[src/rtl/uart_baud_gen_pkg.sv]
// Shared UART constants: fractional divisor width, oversample-counter width
// helper and default divisors for the supported baud rates at 50 MHz.
package uart_baud_gen_pkg;

  localparam int FRAC_W = 4;
  localparam int CLK_HZ = 50_000_000;

  // Divisors are expressed per oversample period (16x): integer + sixteenths.
  localparam int DIV_INT_115200  = 27;
  localparam int DIV_FRAC_115200 = 2;
  localparam int DIV_INT_9600    = 325;
  localparam int DIV_FRAC_9600   = 8;

  // Priority-resolved per-cycle action of the generator.
  typedef enum logic [1:0] {
    CMD_HOLD    = 2'd0,
    CMD_RUN     = 2'd1,
    CMD_RESTART = 2'd2,
    CMD_LOAD    = 2'd3
  } baud_cmd_e;

  function automatic int os_w(input int oversample);
    return $clog2(oversample);
  endfunction

endpackage

[src/rtl/uart_baud_gen_frac.sv]
// Fractional divisor accumulator: adds div_frac once per sample period and
// emits a carry that stretches the following period by one cycle.
module uart_frac_accum
  import uart_baud_gen_pkg::*;
(
  input  logic              sysclk,
  input  logic              reset,
  input  logic              clr,
  input  logic              adv,
  input  logic [FRAC_W-1:0] frac_in,
  output logic [FRAC_W-1:0] frac_acc,
  output logic              carry
);

  logic [FRAC_W-1:0] frac_acc_q, frac_acc_d;
  logic              carry_q, carry_d;
  logic [FRAC_W:0]   sum;

  always_comb begin
    frac_acc_d = frac_acc_q;
    carry_d    = carry_q;
    sum        = {1'b0, frac_acc_q} + {1'b0, frac_in};
    if (clr) begin
      frac_acc_d = '0;
      carry_d    = 1'b0;
    end else if (adv) begin
      {carry_d, frac_acc_d} = sum;
    end
  end

  always_ff @(posedge sysclk or negedge reset) begin
    if (!reset) begin
      frac_acc_q <= '0;
      carry_q    <= 1'b0;
    end else begin
      frac_acc_q <= frac_acc_d;
      carry_q    <= carry_d;
    end
  end

  assign frac_acc = frac_acc_q;
  assign carry    = carry_q;

endmodule

[src/rtl/uart_baud_gen.sv]
// UART baud-rate generator: fractional-N oversample strobe, bit strobe and a
// 50%-duty bit clock, with run-time divisor load and RX phase resync.
module uart_baud_gen
  import uart_baud_gen_pkg::*;
#(
  parameter int DIV_W        = 16,
  parameter int OVERSAMPLE   = 16,
  parameter int DEFAULT_DIV  = 27,
  parameter int DEFAULT_FRAC = 2
) (
  input  logic              sysclk,
  input  logic              reset,
  input  logic              enable,
  input  logic              resync,
  input  logic              div_wr,
  input  logic [DIV_W-1:0]  div_int_in,
  input  logic [FRAC_W-1:0] div_frac_in,
  output logic              sample_tick,
  output logic              bit_tick,
  output logic              baud_clk
);

  localparam int               OS_W    = os_w(OVERSAMPLE);
  localparam logic [OS_W-1:0]  OS_LAST = OS_W'(OVERSAMPLE - 1);
  localparam logic [OS_W-1:0]  OS_HALF = OS_W'(OVERSAMPLE / 2 - 1);
  localparam logic [DIV_W-1:0] MIN_DIV = DIV_W'(2);

  logic [DIV_W-1:0]  cnt_q, cnt_d;
  logic [OS_W-1:0]   os_cnt_q, os_cnt_d;
  logic [DIV_W-1:0]  div_int_q, div_int_d;
  logic [FRAC_W-1:0] div_frac_q, div_frac_d;
  logic              sample_tick_q, sample_tick_d;
  logic              bit_tick_q, bit_tick_d;
  logic              baud_clk_q, baud_clk_d;

  baud_cmd_e         cmd;
  logic [DIV_W:0]    period_m1;
  logic              wrap;
  logic              carry;
  logic [FRAC_W-1:0] frac_acc;
  logic [DIV_W-1:0]  div_int_clamped;

  // A divisor load also restarts the phase, so it wins over resync.
  always_comb begin
    if (div_wr)      cmd = CMD_LOAD;
    else if (resync) cmd = CMD_RESTART;
    else if (enable) cmd = CMD_RUN;
    else             cmd = CMD_HOLD;
  end

  // Period is one cycle longer whenever the accumulator carried last wrap.
  always_comb begin
    period_m1 = {1'b0, div_int_q} + {{DIV_W{1'b0}}, carry} - {{DIV_W{1'b0}}, 1'b1};
    wrap      = (cmd == CMD_RUN) && ({1'b0, cnt_q} == period_m1);
    div_int_clamped = (div_int_in < MIN_DIV) ? MIN_DIV : div_int_in;
  end

  always_comb begin
    cnt_d         = cnt_q;
    os_cnt_d      = os_cnt_q;
    div_int_d     = div_int_q;
    div_frac_d    = div_frac_q;
    sample_tick_d = 1'b0;
    bit_tick_d    = 1'b0;
    baud_clk_d    = baud_clk_q;
    unique case (cmd)
      CMD_LOAD: begin
        cnt_d      = '0;
        os_cnt_d   = '0;
        baud_clk_d = 1'b0;
        div_int_d  = div_int_clamped;
        div_frac_d = div_frac_in;
      end
      CMD_RESTART: begin
        cnt_d      = '0;
        os_cnt_d   = '0;
        baud_clk_d = 1'b0;
      end
      CMD_RUN: begin
        if (wrap) begin
          cnt_d         = '0;
          os_cnt_d      = os_cnt_q + OS_W'(1);
          sample_tick_d = 1'b1;
          bit_tick_d    = (os_cnt_q == OS_LAST);
          if ((os_cnt_q == OS_LAST) || (os_cnt_q == OS_HALF))
            baud_clk_d = ~baud_clk_q;
        end else begin
          cnt_d = cnt_q + DIV_W'(1);
        end
      end
      CMD_HOLD: begin
      end
    endcase
  end

  always_ff @(posedge sysclk or negedge reset) begin
    if (!reset) begin
      cnt_q         <= '0;
      os_cnt_q      <= '0;
      div_int_q     <= DIV_W'(DEFAULT_DIV);
      div_frac_q    <= FRAC_W'(DEFAULT_FRAC);
      sample_tick_q <= 1'b0;
      bit_tick_q    <= 1'b0;
      baud_clk_q    <= 1'b0;
    end else begin
      cnt_q         <= cnt_d;
      os_cnt_q      <= os_cnt_d;
      div_int_q     <= div_int_d;
      div_frac_q    <= div_frac_d;
      sample_tick_q <= sample_tick_d;
      bit_tick_q    <= bit_tick_d;
      baud_clk_q    <= baud_clk_d;
    end
  end

  uart_frac_accum u_frac (
    .sysclk   (sysclk),
    .reset    (reset),
    .clr      ((cmd == CMD_LOAD) || (cmd == CMD_RESTART)),
    .adv      (wrap),
    .frac_in  (div_frac_q),
    .frac_acc (frac_acc),
    .carry    (carry)
  );

  assign sample_tick = sample_tick_q;
  assign bit_tick    = bit_tick_q;
  assign baud_clk    = baud_clk_q;

endmodule

[config.mk]
export PLATFORM = sky130hd
export DESIGN_NAME = uart_baud_gen
export DESIGN_NICKNAME = d
export VERILOG_FILES = /design/src/rtl/uart_baud_gen_pkg.sv /design/src/rtl/uart_baud_gen_frac.sv /design/src/rtl/uart_baud_gen.sv
export SDC_FILE = /design/constraint.sdc
export NUM_CORES = 1
export LEC_CHECK = 0
export CORE_MARGIN = 2
export CORE_UTILIZATION = 30
export CTS_BUF_LIST = sky130_fd_sc_hd__clkbuf_8
export CTS_CLUSTER_SIZE = 28
export DETAILED_ROUTE_END_ITERATION = 6
export PLACE_DENSITY = 0.57
export SLEW_MARGIN = 15
export SYNTH_ARGS = -nofsm -noshare
export SYNTH_HDL_FRONTEND = slang
export SYNTH_SLANG_ARGS = --single-unit
[constraint.sdc]
create_clock -name sysclk -period 5.76 [get_ports sysclk]
set_clock_uncertainty 0.15 [all_clocks]
set_input_delay 1.152 -clock sysclk [delete_from_list [all_inputs] [get_ports sysclk]]
set_output_delay 1.152 -clock sysclk [all_outputs]
set_load 0.05 [all_outputs]
==> metrics.md <==
| Metric | Value |
|---|---|
| Initial Utilization | `0.307` |
| Mapped Nets | `336` |
| Gate Count Post-Synth | `302` |
| Worst Setup Start Kind | `flip-flop` |
| WL final | `6420 um` |
| Post-route antenna net violation count | `0` |
| CTS tree | `yes` |
| Unrepaired setup endpoints after global routing | `false` |
| Ratio of cells with drive above 1 in the final layout | `0.123` |
| Synthesized flop and latch total | `48` |
| Clock Tree Root | `clkbuf_8` |
| Run status | `complete, no violations` |
| Clock transition at path regs | `90 ps` |
| FMAX | `279 MHz` |
| Post-DR vias/cell | `5.01` |
| Vias in the first global route | `2225` |
| Hold Crit Class | `reg -> reg` |
| Clock sink count | `48` |
| Seq/Total Area, Yosys | `0.404` |
| Post-CTS setup buffer count | `0` |
| Core ar. | `9730 um^2` |
| CTS Buf Count | `5` |
| Critical path class | `reg -> reg` |
| P_leak | `0.00142 uW` |
| Max-slew headroom | `0.412` |
| Non-filler cells, final | `458` |
| Asr flop ratio synth | `1.00` |
| Drt initial violations | `111` |
| PwrDens | `200 nW/um^2` |
| Per-cell routed wire length | `14.0 um` |
| First-pass GRT wire length | `10900 um` |
| Setup Viol. Count Final | `0` |
| Nets@finish | `358` |
| YS warnings | `0` |
| Post_cts resized | `0` |
| IO buf count | `27` |
| Gr usage total | `0.123` |
| Row cnt | `36` |
| Initial antenna violation count | `0` |
| Req. time, crit path | `5760 ps` |
| Area Overhead vs Synth | `15.6%` |
| H-tree levels | `2` |
| Hold Vio Cnt, Final | `0` |
| Hold Slack | `369 ps` |
| Netlist cell types | `52` |
| DIE AREA | `10800 um^2` |
| Routability Congestion | `0.895` |
| Diodes inserted | `0` |
| DR vias | `2293` |
| Flop2flop setup slack | `2170 ps` |
| Placed Cells | `450` |
| HPWL Detailed | `4770 um` |
| Total grt overflow | `0` |
| DR pass1 iterations | `4` |
| Setup_tns | `0 ps` |
| Deepest clock path buffer count | `2` |
| Critical Path End Type | `flip-flop` |
| Die Wd | `104 um` |
| Min cycle time layout | `3590 ps` |
| Die Height | `104 um` |
| Clock Latency Late Sink | `300 ps` |
| Max-Cap Viols | `0` |
| Worst-Margin Slew | `877 ps` |
| Post-synth EDFFs | `0` |
| Fin. max-slew vios | `0` |
| Avg Inst Size Synth | `9.91 um^2` |
| Tcrit/Tclk final | `0.623` |
| # DRC | `0` |
| Worst EP arrival | `3590 ps` |
| Crit-path max FO | `13` |
| Syn Std Cell Area | `2990 um^2` |
| Max IR drop VDD | `107 uV` |
| Pin count of the biggest net entering global routing | `49` |
| Cts hold-fix bufs | `0` |
| I/O pins | `28` |
| Primary FF master, synth | `dfrtp_1` |
## placed cells by master, fill, tap and decap left out, types with 2 or more instances in the layout
master,n
and4_1,6
or3_1,4
nand3_1,8
clkbuf_8,6
o2111ai_1,2
nor4_1,6
inv_1,10
a21oi_1,11
or4_1,3
xnor2_1,19
nor3_1,6
and3_1,6
clkdlybuf4s50_1,25
or4b_4,2
nor4b_1,3
xor2_1,15
nor2_1,26
nor3b_1,2
o211ai_1,2
o21ai_0,9
dfstp_2,5
buf_4,3
nand2_1,28
dfrtp_1,43
nand4_1,6
ha_1,8
mux2_2,15
mux2i_1,12
nor2b_1,7
nor4_4,3
buf_2,2
nand4b_1,2
## sequential cells by signal, summed over array words and instances, names as in the netlist
register	count
cnt_q	16
u_frac.frac_acc	4
sample_tick	1
bit_tick	1
u_frac.carry	1
div_int_q	16
os_cnt_q	4
baud_clk	1
div_frac_q	4
## cells in the mapped netlist, types with 2 or more instances
cell type,number,share of area
nor4_4,3,0.021
or4b_4,2,0.0092
nand4_1,6,0.013
xnor2_1,19,0.056
o21ai_0,9,0.015
inv_1,8,0.010
or4_1,3,0.0075
nor2b_1,7,0.015
nor4b_1,3,0.0088
mux2_2,15,0.056
nand2_1,28,0.035
nand3_1,8,0.013
nor2_1,26,0.033
dfstp_2,5,0.044
a21oi_1,11,0.018
nor3b_1,2,0.0050
nor3_1,6,0.010
dfrtp_1,43,0.36
and4_1,6,0.018
clkbuf_1,11,0.014
mux2i_1,12,0.040
ha_1,8,0.033
nand4b_1,2,0.0059
or3_1,4,0.0084
xor2_1,15,0.044
and3_1,6,0.013
buf_4,2,0.0050
o211ai_1,2,0.0050
nor4_1,6,0.013
o2111ai_1,2,0.0059
## cell families after synthesis
logic type      count (synthesis)  share of synthesized area
fa+ha+maj                       9                     0.0402
xor+xnor                       34                     0.0995
simple gates                  125                      0.246
compound gates                 36                     0.0803
buf+inv                        23                     0.0343
flops                          48                      0.404
mux                            27                     0.0966
## power breakdown
group | switching [uW] | total [uW] | internal (uW)
Clock | 111 | 206 | 94.7
Combinational | 55.2 | 109 | 53.7
Sequential | 22.0 | 376 | 354
Total | 189 | 691 | 502
## final cells by class
type | count | area (um^2)
clock buffers | 6 | 82.6
well taps | 133 | 166
flip-flops and latches | 48 | 1210
repair buffers | 30 | 283
multi-input cells | 231 | 1680
inverters | 8 | 30.0
fillers | 1017 | 6270
clock inverters | 2 | 7.51
## path summary, 6_finish.rpt
kind,start,end,depth (start not counted)
setup reg to reg,div_int_q[0]$_DFFE_PN1N_,cnt_q[5]$_DFFE_PN0P_,10
setup / recovery,div_int_q[0]$_DFFE_PN1N_,cnt_q[5]$_DFFE_PN0P_,10
min in group asynchronous,reset,cnt_q[14]$_DFFE_PN0P_,2
hold / removal,div_int_q[0]$_DFFE_PN1N_,div_int_q[0]$_DFFE_PN1N_,2
hold reg to reg,div_int_q[0]$_DFFE_PN1N_,div_int_q[0]$_DFFE_PN1N_,2
max in group asynchronous,reset,u_frac.frac_acc[3]$_DFFE_PN0P_,2
## metrics by stage
step / setup slack, ps / area [um^2] / utilization / power [uW]
floorplan: 2830 / 2990 / - / 450
global placement: 2300 / 3370 / 0.347 / 491
detailed placement: 2140 / 3370 / 0.347 / 493
CTS: 2140 / 3460 / 0.356 / 702
global route: 1820 / 3460 / 0.355 / 731
finish: 2170 / 3460 / 0.355 / 691
## critical path: stages (launching register included)
cell and delay, ps:
dfstp_2 370, inv_1 60, ha_1 230, ha_1 260, nor4b_1 450, and4b_1 350, mux2i_1 210, a22o_1 180
o2111ai_2 260, o31ai_2 810, nor2_1 110
## routing by layer
layer  track usage  up-vias  share of wire
met4        0.0347        0          0.011
met1         0.166     1118           0.48
met5             0        -              0
met2         0.203       43           0.48
li1              -     1128              -
met3        0.0226        4          0.031
(Power assumes the default switching activity.)
